--- src/rtl/dmem_arbiter.sv ---
// Two-port data-memory arbiter: CPU (m0) and loader/debug (m1) share one
// asynchronous-read data RAM through an IDLE/ACCESS/RESP handshake FSM.
//
// Ports
//   clk, rst                       clock, synchronous active-high reset
//   mX_req/we/addr/wdata  (in)     level request held until mX_gnt
//   mX_gnt                (out)    one-cycle accept pulse (IDLE only)
//   mX_rsp_valid/rdata    (out)    response held until mX_rsp_ready
//   mX_rsp_ready          (in)     requester accepts the response
//   mem_we/mem_a/mem_d    (out)    data_ram write enable, address, data
//   mem_spo               (in)     data_ram asynchronous read data
//   busy                  (out)    transaction in flight

module dmem_arbiter (
    input  logic        clk,
    input  logic        rst,

    input  logic        m0_req,
    input  logic        m0_we,
    input  logic [31:0] m0_addr,
    input  logic [31:0] m0_wdata,
    output logic        m0_gnt,
    output logic        m0_rsp_valid,
    output logic [31:0] m0_rdata,
    input  logic        m0_rsp_ready,

    input  logic        m1_req,
    input  logic        m1_we,
    input  logic [31:0] m1_addr,
    input  logic [31:0] m1_wdata,
    output logic        m1_gnt,
    output logic        m1_rsp_valid,
    output logic [31:0] m1_rdata,
    input  logic        m1_rsp_ready,

    output logic        mem_we,
    output logic [31:0] mem_a,
    output logic [31:0] mem_d,
    input  logic [31:0] mem_spo,

    output logic        busy
);

    typedef enum logic [1:0] {
        S_IDLE   = 2'd0,
        S_ACCESS = 2'd1,
        S_RESP   = 2'd2
    } state_e;

    state_e      state_q;
    logic        last_q;
    logic        owner_q;
    logic        we_q;
    logic [31:0] addr_q;
    logic [31:0] wdata_q;
    logic [31:0] rdata_q;

    logic        win_vld;
    logic        win_id;
    logic        owner_rdy;

    // Winner selection: a lone request wins outright; on a tie the port
    // that was not granted last goes first.
    always_comb begin
        win_vld = (state_q == S_IDLE) && (m0_req || m1_req) && !rst;
        if (m0_req && m1_req) begin
            win_id = ~last_q;
        end else begin
            win_id = m1_req;
        end
    end

    assign owner_rdy = owner_q ? m1_rsp_ready : m0_rsp_ready;

    always_ff @(posedge clk) begin
        if (rst) begin
            state_q <= S_IDLE;
            last_q  <= 1'b1;
            owner_q <= 1'b0;
            we_q    <= 1'b0;
            addr_q  <= '0;
            wdata_q <= '0;
            rdata_q <= '0;
        end else begin
            unique case (state_q)
                S_IDLE: begin
                    if (win_vld) begin
                        state_q <= S_ACCESS;
                        last_q  <= win_id;
                        owner_q <= win_id;
                        we_q    <= win_id ? m1_we    : m0_we;
                        addr_q  <= win_id ? m1_addr  : m0_addr;
                        wdata_q <= win_id ? m1_wdata : m0_wdata;
                    end
                end
                S_ACCESS: begin
                    // Writes return zero so stale read data never leaks.
                    rdata_q <= we_q ? 32'h0 : mem_spo;
                    state_q <= S_RESP;
                end
                S_RESP: begin
                    if (owner_rdy) begin
                        state_q <= S_IDLE;
                    end
                end
                default: begin
                    state_q <= S_IDLE;
                end
            endcase
        end
    end

    // Outputs are forced low combinationally while rst is high so that a
    // reset landing in ACCESS cannot produce a write that same cycle.
    logic in_resp;
    assign in_resp = (state_q == S_RESP) && !rst;

    assign m0_gnt       = win_vld && !win_id;
    assign m1_gnt       = win_vld &&  win_id;

    assign m0_rsp_valid = in_resp && !owner_q;
    assign m1_rsp_valid = in_resp &&  owner_q;
    assign m0_rdata     = m0_rsp_valid ? rdata_q : 32'h0;
    assign m1_rdata     = m1_rsp_valid ? rdata_q : 32'h0;

    assign mem_we       = (state_q == S_ACCESS) && we_q && !rst;
    assign mem_a        = rst ? 32'h0 : addr_q;
    assign mem_d        = rst ? 32'h0 : wdata_q;

    assign busy         = (state_q != S_IDLE) && !rst;

endmodule

--- config.mk ---
export PLATFORM = sky130hd
export DESIGN_NAME = dmem_arbiter
export DESIGN_NICKNAME = d
export VERILOG_FILES = /design/src/rtl/dmem_arbiter.sv
export SDC_FILE = /design/constraint.sdc
export NUM_CORES = 1
export LEC_CHECK = 0
export CAP_MARGIN = 20
export CORE_MARGIN = 2
export CORE_UTILIZATION = 43
export CTS_CLUSTER_DIAMETER = 120
export CTS_CLUSTER_SIZE = 28
export DETAILED_ROUTE_END_ITERATION = 16
export PLACE_DENSITY = 0.89
export RECOVER_POWER = 25
export SYNTH_ARGS = -nofsm -noshare
export SYNTH_HDL_FRONTEND = slang
export SYNTH_SLANG_ARGS = --single-unit
export TNS_END_PERCENT = 100
--- constraint.sdc ---
create_clock -name clk -period 3.6 [get_ports clk]
set_clock_uncertainty 0.1 [all_clocks]
set_input_delay 0.54 -clock clk [delete_from_list [all_inputs] [get_ports clk]]
set_output_delay 0.54 -clock clk [all_outputs]
set_load 0.05 [all_outputs]
==> Word-level counts from Yosys, hierarchy flattened <==
Cells that the tools add are included.
{ "totals": {"regBits": 101, "latch_bits": 0, "ramBits": 0, "romBits": 0, "in_bits": 168, "out_inout_bits": 134, "word_cells": 44, "mem_count": 0} }
{ "op_classes": {"add_sub_neg": 0, "n_mul": 0, "n_div": 0, "order_cmp": 0, "eq_ne": 4, "n_shift": 0, "n_mux": 13, "bitwise_logic": 1, "reduce_logical": 19} }
{ "ops": {"columns": ["op", "n"], "rows": [
  ["32-bit 2-to-1 mux", 7],
  ["1-bit logical AND", 11],
  ["2-bit case mux with 3 select lines", 1],
  ["2-bit 2-to-1 mux", 2],
  ["2-bit inequality test (second input constant)", 2],
  ["2-bit AND reduction", 2],
  ["1-bit zero test", 3],
  ["1-bit 2-to-1 mux", 3],
  ["2-bit by 1-bit == test with 1-bit output (second input constant)", 1],
  ["2-bit == test (second input constant)", 1],
  ["2-bit zero test", 1],
  ["2-bit nonzero test", 1],
  ["1-bit logical OR", 1],
  ["1-bit NOT", 1]
]} }

==> Depth between registers and ports, before layout <==
Gate-level depths: netlist (run 1).
{ "logic_depth": {"depth_word": 5, "ltp_mapped": 6, "mapped_depth_nobuf": 4} }

==> Worst setup path after synthesis (run 1) <==
No wires, ideal clock.
{ "synth_timing": {"path_type": "input-to-output", "start": "in rst", "end": "out m1_rdata[22]", "arrival_time_ps": 1965, "required_time_ps": 2960, "slack_ps": 995, "cell_stages": 3, "path_buffers": 1, "cell_sequence": "and4bb_2 -> clkbuf_1 -> and2_1"} }
{ "synth_via": {"elab_chain_len": 4} }
{ "synth_lines": {"columns": ["element", "line_no", "text"], "rows": [
  ["start, declared", "16", "input logic rst,"],
  ["1-bit zero test", "116", "assign in_resp = (state_q == S_RESP) && !rst;"],
  ["1-bit logical AND", "116", null],
  ["1-bit logical AND", "122", "assign m1_rsp_valid = in_resp && owner_q;"],
  ["via m1_rsp_valid", "32", "output logic m1_rsp_valid,"],
  ["32-bit 2-to-1 mux", "124", "assign m1_rdata = m1_rsp_valid ? rdata_q : 32'h0;"],
  ["end, declared", "33", "output logic [31:0] m1_rdata,"]
]} }
The timed path passes the listed nets, and every way through them passes these cells.

==> Final worst setup path (run 1) <==
{ "layout_timing": {"start": "in rst", "end": "reg addr_q[22]"} }
{ "layout_via": {"elab_chain_len": 3} }
{ "layout_lines": {"columns": ["element", "line_no", "text"], "rows": [
  ["1-bit zero test", "65", "win_vld = (state_q == S_IDLE) && (m0_req || m1_req) && !rst;"],
  ["1-bit logical AND", "65", null],
  ["2-bit AND reduction (no line)", null, null],
  ["end signal, assigned", "92", "addr_q <= win_id ? m1_addr : m0_addr;"],
  ["end, declared", "54", "logic [31:0] addr_q;"]
]} }
Several ways; a longest one is shown, not always the timed one.
A chain may end at the register's enable or synchronous reset.

==> results.md, run 1 <==
- Status: complete, no violations
- Post-Syn Area: 5530 sq um
- Max-cap violations: 0
- Most used cell, CP: inv_1
- Setup Total Neg Slack: 0 ns
- Worst setup EP type: flop
- Commonest non-fill, non-tap cells in the layout: clkdlybuf4s50_1, nand2_1, dfxtp_1
- IO buf count: 301
- Netlist cell types: 30
- Hpwl dp: 13,000 microns
- Crit-path max cell delay: 0.74 ns
- Pwr Density: 358 nW/um^2
- Layout area overhead: 59.1%
- CTS Root Cell: clkbuf_16
- Final core utilization: 70.0%
- Horiz. Die Dim: 117 microns
- Kind of critical path: in2reg
- Placer Congestion: 0.838
- Vias per inst: 5.35
- Worst ir drop on vdd: 213 uV
- Total GRT Usage: 26.1%
- Hold Buf Count CTS: 0
- Die Ht: 117 microns
- Async SR Flop Fraction: 0%
- Seq cells post-synth: 101
- Clk network pwr share: 28.5%
- Internal: 2.14 mW
- Ports: 302
- DRC violations left: 0
- CTS H-tree lvls: 3
- Seq/Total Area, Yosys: 36.6%
- DR WL/cell: 16.8 microns
- Number of global-route vias before repair: 5,725
- Die area: 13,800 sq um
- Number of synthesized flops with an enable pin: 0
- Setup slack, reg-to-reg: 1.11 ns
- Routed Antenna Nets: 0
- Final hold vios: 0
- Gate Count Post-Synth: 681
- Leakage power: 3.13 nW
- Slowest stage cell, crit path: inv_1
- Syn_area_per_cell: 8.12 sq um
- RSZ-0062 raised after global routing: no
- First-pass GRT wire length: 29,500 microns
- Critical path required time: 3.69 ns
- Layout cells sized above 1: 7.05%
- CP Buf/Inv Count: 5
- Crit path DAT: 3.38 ns
- # fillers: 1,025
- Clock tree buffer depth: 2
- CP Max Fanout: 150
- CTS tree: built
- Iter 0 DRT Violations: 407
- Setup Buffers After CTS: 0
- Synth warn: 0
- Routed wire length: 18,600 microns
- Syn nets: 849
- Top delay family on crit path: buffers and inverters
- Hold/Removal Path Class: in2reg
- Post-synth top flop: dfxtp_1
- Clk sink count: 101
- Sw frac: 32.0%
- CP Cell Sequence: buf_6 -> buf_12 -> inv_1 -> nand3_1 -> inv_1 -> clkbuf_4 -> a311oi_2
- Commonest non-fill, non-tap cell in the layout: clkdlybuf4s50_1
- Startpoint types: input pin
- FP Rows: 41
- Reg power frac: 40.6%
- Pin count of the biggest net entering global routing: 151
- Starting Density: 44.0%
- Grt total ovfl: 0
- Cts repair resizes: 0
- DR pass1 iterations: 4
- Final period utilization: 91.3%
- P_sw: 1.01 mW
- Rel. slew slack: 2.10%
- Combinational share of power: 30.9%
- Skew-Pair Late Insertion Delay: 0.33 ns
- Period minus WS final: 3.29 ns
- Max-slew violations: 0
- Initial antenna violation count: 1
- Core box area: 12,600 sq um
- Final setup fails: 0
- Worst-path clk slew: 0.07 ns
- CTS Buf Count: 9
- Nets: 1,099
- Via Count: 5,929
- Fmax: 304 MHz
- Worst slew pin tran: 1.47 ns
==> registers in the layout (all words and copies together) (netlist names) <==
signal,cells
addr_q,32
rdata_q,32
wdata_q,32
state_q,2
last_q,1
owner_q,1
we_q,1
==> cell type report <==
| cell class | count | area (sq um) | share of cell area, % |
|---|---|---|---|
| antenna | 1 | 2.50 | 0.0285 |
| clock buffer | 12 | 246 | 2.80 |
| clock inverter | 4 | 23.8 | 0.270 |
| inverter | 3 | 11.3 | 0.128 |
| multi-input combinational | 501 | 3110 | 35.3 |
| sequential | 101 | 2020 | 23.0 |
| tap | 172 | 215 | 2.45 |
| timing repair buffer | 315 | 3170 | 36.0 |
==> per-layer routing <==
layer | routed length (microns) | up-vias | global-route usage (%)
li1 | - | 2889 | -
met1 | 7270 | 2763 | 30.6
met2 | 9290 | 240 | 44.8
met3 | 1440 | 37 | 6.86
met4 | 578 | 0 | 11.1
met5 | 0 | - | 0
==> power by group through the flow <==
stage | Combinational [mW] | Sequential [mW] | Clock, mW
6_report | 0.970 | 1.28 | 0.897
3_5_place_dp | 0.981 | 1.30 | 0
4_1_cts | 0.983 | 1.28 | 0.916
2_1_floorplan | 0.620 | 1.28 | 0
3_3_place_gp | 0.964 | 1.30 | 0
5_1_grt | 1.04 | 1.29 | 0.974
==> per-stage QoR <==
step           power (mW)  instance area, sq um  cells  hold WS [ns]  worst slack, ns
2_1_floorplan        1.90                  5530    681         0.325            0.995
3_5_place_dp         2.28                  8570   1092         0.355            0.490
4_1_cts              3.18                  8840   1108         0.329            0.299
3_3_place_gp         2.26                  8550   1091         0.344            0.596
5_1_grt              3.30                  8790   1109         0.332            0.122
6_report             3.14                  8790   1109         0.343            0.314
==> final timing paths <==
check	from	depth (start not counted)	end
worst max register to register	state_q[1]	5	addr_q[22]
worst max-delay path	rst	7	addr_q[22]
worst min-delay path	rst	2	rdata_q[2]
worst min register to register	rdata_q[30]	2	rdata_q[30]
==> synthesized netlist by cell type (2+ instances only) <==
cell type | count | share of area [%]
inv_2 | 2 | 0.14
nand2_1 | 160 | 11
nand3b_1 | 33 | 4.5
a31oi_1 | 70 | 7.9
dfxtp_1 | 101 | 37
buf_2 | 31 | 2.8
mux2i_1 | 2 | 0.36
nor2b_1 | 65 | 7.4
buf_1 | 4 | 0.27
nor2_1 | 3 | 0.20
and2_1 | 64 | 7.2
buf_4 | 11 | 1.5
buf_6 | 4 | 0.81
a311oi_2 | 30 | 8.1
clkbuf_1 | 26 | 1.8
a311oi_1 | 28 | 4.4
a21oi_1 | 34 | 3.1
==> kinds of logic after synthesis <==
kind of cell	count (synthesis)	synth area share, %
and+or+nand+nor	332	31.3
AOI/OAI and AO/OA	167	24.4
DFF	101	36.6
buffers and inverters	79	7.36
muxes	2	0.362
Power figures use the tool's default switching activity.
==> inputs of run 2 (changes only) <==
==> constraint.sdc (replaced) <==
create_clock -name clk -period 3.6 [get_ports clk]
set_clock_uncertainty 0.1 [all_clocks]
set_input_delay 0.54 -clock clk [delete_from_list [all_inputs] [get_ports clk]]
set_output_delay 0.54 -clock clk [all_outputs]
set_load 0.005 [all_outputs]
==> run 2 against run 1 <==
Net effect:
- total power down 0.68%
- wire length down 0.27%
- non-clock buffer count unchanged
- register-to-register slack got worse by 0.29 ns
- count of clock-buffer cells in the layout is 1 higher
- utilization grew 0.24 points
==> results.md, run 2 (synthesized netlist as in run 1, its figures left out) <==
- CTS Buf Count: 9 (unchanged)
- DR pass1 iterations: 4 (unchanged)
- Place WS: 0.709 ns (+0.219 ns)
- Crit path launch: m0_req
- Fmax: 313 MHz (+3.0%)
- Commonest non-fill, non-tap cell in the layout: clkdlybuf4s50_1
- RSZ-0062 raised after global routing: no
- Die area: 13,800 sq um (unchanged)
- Critical path required time: 3.66 ns (-0.03 ns)
- Crit path DAT: 3.25 ns (-0.13 ns)
- Final hold vios: 0 (unchanged)
- Pin count of the biggest net entering global routing: 85 (-44%)
- Routed Antenna Nets: 0 (unchanged)
- Number of global-route vias before repair: 5,733 (+0.14%)
- HP Start: wdata_q[8]
- Pwr Density: 354 nW/um^2 (-1.0%)
- CTS tree: built
- Hold Buf Count CTS: 0 (unchanged)
- Clk sink count: 101 (unchanged)
- CTS H-tree lvls: 3 (unchanged)
- Status: complete, no violations
- Starting Density: 44.0% (unchanged)
- Vias per inst: 5.38 (+0.68%)
- Via Count: 5,964 (+0.59%)
- Setup Buffers After CTS: 0 (unchanged)
- Rel. slew slack: 2.73% (+0.62 points)
- Hpwl dp: 13,000 microns (-0.12%)
- DRC violations left: 0 (unchanged)
- Worst-path clk slew: 0.06 ns (about the same)
- Total GRT Usage: 26.2% (+0.18 points)
- Placer Congestion: 0.855 (+2.1%)
- Kind of critical path: in2reg
- First-pass GRT wire length: 29,600 microns (+0.54%)
- Period minus WS final: 3.19 ns (-0.0954 ns)
- Ports: 302 (unchanged)
- Reg-to-Reg Start: state_q[0]
- Layout area overhead: 59.6%
- Final WS setup: 0.410 ns (+0.0954 ns)
- FP Rows: 41 (unchanged)
- Die Ht: 117 microns (unchanged)
- Cts repair resizes: 0 (unchanged)
- Core box area: 12,600 sq um (unchanged)
- CTS Root Cell: clkbuf_16
- Worst ir drop on vdd: 257 uV (+21%)
- Layout cells sized above 1: 6.94% (-0.11 points)
- Grt total ovfl: 0 (unchanged)
- Worst slew pin tran: 1.46 ns (-0.00934 ns)
- Final setup fails: 0 (unchanged)
- Max-slew violations: 0 (unchanged)
- N_diodes: 0 (-1)
- Skew-Pair Late Insertion Delay: 0.33 ns (about the same)
- Top flop regs: addr_q (32), rdata_q (32), wdata_q (32)
- DR WL/cell: 16.7 microns (-0.18%)
- Final period utilization: 88.6% (-2.6 points)
- Horiz. Die Dim: 117 microns (unchanged)
- Startpoint types: input pin
- Clock tree buffer depth: 2 (unchanged)
- Nets: 1,099 (unchanged)
- Non-filler cells, final: 1,108 (-0.090%)
- CP Max Fanout: 34 (-77%)
- Setup Total Neg Slack: 0 ns (unchanged)
- Leakage power: 3.19 nW (+1.9%)
- Worst setup EP type: flop
- Cells after DPL: 1,092 (unchanged)
- Hold/Removal Path Class: reg2reg
- Commonest non-fill, non-tap cells in the layout: clkdlybuf4s50_1, nand2_1, dfxtp_1
- Max-cap violations: 0 (unchanged)
- Final core utilization: 70.2% (+0.24 points)
- Iter 0 DRT Violations: 414 (+1.7%)
- Routed wire length: 18,500 microns (-0.27%)
- Initial antenna violation count: 0 (-1)
- IO buf count: 301 (unchanged)
run 2: per-layer routing:
layer  up-vias  track usage (%)  routed length (microns)
met5         -                0                        0
met4         0             8.73                      448
met3        30             6.96                     1380
met2       260             46.2                     9520
met1      2794             31.0                     7170
li1       2880                -                        -
run 2: critical path: stages:
cell	delay [ns]
dlygate4sd3_1	0.62
or2_2	0.15
nand3_1	0.13
inv_1	0.69
clkbuf_2	0.88
a311oi_2	0.20
run 2: layout make-up:
class	count	area, sq um
fillers	1016	3740
clock inverters	3	67.6
well taps	172	215
inverters	3	11.3
flip-flops and latches	101	2020
clock buffers	13	260
multi-input cells	501	3120
repair buffers	315	3130
run 2: path summary, 6_finish.rpt:
kind	cells after the start	slack, ns	endpoint
setup / recovery	6	0.41	wdata_q[22]
hold / removal	1	0.36	wdata_q[8]
setup reg to reg	5	0.82	wdata_q[22]
hold reg to reg	1	0.36	wdata_q[8]
run 2: where the power goes:
part	internal, mW	leakage (nW)	switching (mW)
sequential	1.22	0.831	0.0538
combinational	0.423	2.20	0.372
clock	0.648	0.156	0.404
total	2.29	3.19	0.830
run 2: stage by stage:
stage          power [mW]  instance area [sq um]  hold WS, ns
2_1_floorplan        1.73                   5530        0.325
3_3_place_gp         2.09                   8510        0.344
3_5_place_dp         2.11                   8520        0.349
4_1_cts              3.17                   8850        0.363
5_1_grt              3.28                   8820        0.382
6_report             3.12                   8820        0.357
==> inputs of run 3 (changes only) <==
--- a/config.mk
+++ b/config.mk
@@ -5,7 +5,6 @@
 export SDC_FILE = /design/constraint.sdc
 export NUM_CORES = 1
 export LEC_CHECK = 0
-export CAP_MARGIN = 20
 export CORE_MARGIN = 2
 export CORE_UTILIZATION = 43
 export CTS_CLUSTER_DIAMETER = 120
==> run 3 against run 2 <==
Net effect:
- sequential power barely moved
- first-iteration DRC count rose by 12%
- flip-flop and latch count is the same
- critical path type unchanged
- critical endpoint is now wdata_q[25]
- non-clock buffer count shrank 1
- clock power barely moved
- worst setup slack improved by 0.070 ns
- cell count about the same
- count of clock-buffer cells in the layout shrank 2
- global-route usage fell by 0.12 points
- critical path depth is the same
==> results.md, run 3 (synthesized netlist as in run 1, its figures left out) <==
- CTS Buf Count: 9 (unchanged)
- CP Cell Sequence: dlygate4sd3_1 -> or2_2 -> nand3_2 -> inv_1 -> clkbuf_2 -> a311oi_2
- Fin Hold WS: 0.357 ns (+0.000686 ns)
- Clk network pwr share: 33.0% (-0.7 points)
- Worst slew pin tran: 1.26 ns (-0.195 ns)
- Met1 usage: 30.4% (-0.51 points)
- Placed Area: 8510 sq um (-0.18%)
- Pin count of the biggest net entering global routing: 85 (unchanged)
- FP Rows: 41 (unchanged)
- WHS Path Cells: 1 (unchanged)
- CP Max Fanout: 34 (unchanged)
- Skew-Pair Late Insertion Delay: 0.33 ns (about the same)
- Top delay family on crit path: buffers and inverters
- Core box area: 12,600 sq um (unchanged)
- Reg power frac: 41.3% (+0.4 points)
- Hold/Removal Path Class: reg2reg
- Internal: 2.25 mW (-1.9%)
- Sw frac: 27.2% (+0.60 points)
- Crit-path max cell delay: 0.87 ns (about the same)
- Crit path DAT: 3.19 ns (-0.06 ns)
- Vias per inst: 5.34 (-0.77%)
- P_sw: 0.840 mW (+1.1%)
- Worst hold endpoint: wdata_q[8]
- Nets: 1,098 (-0.091%)
- Initial antenna violation count: 1 (+1)
- Grt total ovfl: 0 (unchanged)
- Reg2reg end: wdata_q[25]
- CTS Root Cell: clkbuf_16
- DR pass1 iterations: 5 (+1)
- Max-slew violations: 0 (unchanged)
- Hpwl dp: 12,900 microns (-0.93%)
- Iter 0 DRT Violations: 463 (+12%)
- FF-to-FF path depth: 5 (unchanged)
- Combinational share of power: 25.7% (+0.2 points)
- Clock tree buffer depth: 2 (unchanged)
- Leakage power: 3.18 nW (-0.24%)
- Starting Density: 44.0% (unchanged)
- Routed Antenna Nets: 0 (unchanged)
- Layout cells sized above 1: 7.07% (+0.12 points)
- Top flop regs: addr_q (32), rdata_q (32), wdata_q (32)
- Via Count: 5,913 (-0.86%)
- Final period utilization: 86.7% (-2.0 points)
- Busiest grt layer: met2
- CTS tree: built
- Setup Total Neg Slack: 0 ns (unchanged)
- Ports: 302 (unchanged)
- Worst-path clk slew: 0.07 ns (about the same)
- Layout area overhead: 59.2%
- Worst setup EP type: flop
- # fillers: 1,008 (-0.79%)
- RSZ-0062 raised after global routing: no
- Status: complete, no violations
- Startpoint types: input pin
- Fin area: 8800 sq um (-0.26%)
- Fmax: 321 MHz (+2.3%)
- Setup Buffers After CTS: 0 (unchanged)
- DRC violations left: 0 (unchanged)
- Multi-input gate area: 3120 sq um (+0.24%)
- Met2 usage: 45.5% (-0.69 points)
- CP Buf/Inv Count: 3 (unchanged)
- Kind of critical path: in2reg
- Final setup fails: 0 (unchanged)
- Worst ir drop on vdd: 255 uV (-0.77%)
- Clk sink count: 101 (unchanged)
- Die area: 13,800 sq um (unchanged)
- Period minus WS final: 3.12 ns (-0.0702 ns)
- Final hold vios: 0 (unchanged)
- Place WS: 0.720 ns (+0.0111 ns)
- Hold Buf Count CTS: 0 (unchanged)
- IO buf count: 301 (unchanged)
- Slowest stage cell, crit path: clkbuf_2
- Total GRT Usage: 26.1% (-0.12 points)
- Pwr Density: 351 nW/um^2 (-0.84%)
- Reg-to-Reg Start: state_q[1]
- Commonest non-fill, non-tap cell in the layout: clkdlybuf4s50_1
- Commonest non-fill, non-tap cells in the layout: clkdlybuf4s50_1, nand2_1, dfxtp_1
- DR WL/cell: 16.7 microns (-0.37%)
- Placer Congestion: 0.855 (unchanged)
- Met3 layer usage reported by global route: 6.66% (-0.29 points)
- Cts repair resizes: 0 (unchanged)
- Setup slack, reg-to-reg: 0.87 ns (+0.05 ns)
- First-pass GRT wire length: 29,500 microns (-0.44%)
- HP Start: wdata_q[8]
- Overall Power: 3.09 mW (-1.1%)
- Register cell area after layout: 2020 sq um (unchanged)
- Critical path required time: 3.67 ns (about the same)
- Number of global-route vias before repair: 5,760 (+0.47%)
- CTS H-tree lvls: 3 (unchanged)
- Routed wire length: 18,400 microns (-0.46%)
- Horiz. Die Dim: 117 microns (unchanged)
- Die Ht: 117 microns (unchanged)
- Rel. slew slack: 15.7% (+13 points)
- Final WS setup: 0.480 ns (+0.0702 ns)
- Max-cap violations: 0 (unchanged)
==> run 3: cell types whose count changed in the layout (fill, tap and decap cells not counted), sizes merged <==
cell | previous run | this run
clkbuf | 15 | 12
clkinv | 0 | 2
clkinvlp | 1 | 0
diode | 0 | 1
==> run 3: final cells by class <==
cell class / instances / share of cell area (%)
flip-flops and latches: 101 / 23.0
clock inverters: 4 / 0.839
repair buffers: 314 / 35.5
diodes: 1 / 0.0284
multi-input cells: 501 / 35.5
clock buffers: 11 / 2.64
inverters: 3 / 0.128
well taps: 172 / 2.44
==> run 3: stage by stage <==
step,instances,utilization (%)
floorplan,681,-
global placement,1091,67.7
detailed placement,1091,67.7
CTS,1106,70.1
global route,1107,70.0
finish,1107,70.0
==> run 3: per-layer routing <==
| metal | share of wire [%] | up-vias |
|---|---|---|
| li1 | - | 2879 |
| met1 | 40 | 2754 |
| met2 | 50 | 242 |
| met3 | 7.1 | 38 |
| met4 | 3.1 | 0 |
| met5 | 0 | - |
==> run 3: power groups by stage <==
stage,clock network (mW),registers (mW),logic [mW]
2_1_floorplan,0,1.28,0.450
3_3_place_gp,0,1.30,0.791
3_5_place_dp,0,1.30,0.802
4_1_cts,1.04,1.28,0.804
5_1_grt,1.08,1.29,0.864
6_report,1.02,1.28,0.793
==> run 3: worst max path at each step <==
stage | start | endpoint | slack [ns] | depth (start not counted)
finish | m0_req | wdata_q[25] | 0.48 | 6
global route | m0_req | wdata_q[25] | 0.29 | 6
CTS | state_q[1] | m0_rdata[18] | 0.63 | 4
detailed placement | rst | m0_rdata[18] | 0.72 | 5
global placement | rst | m0_rdata[22] | 0.80 | 5
floorplan | rst | m0_rdata[10] | 1.71 | 3
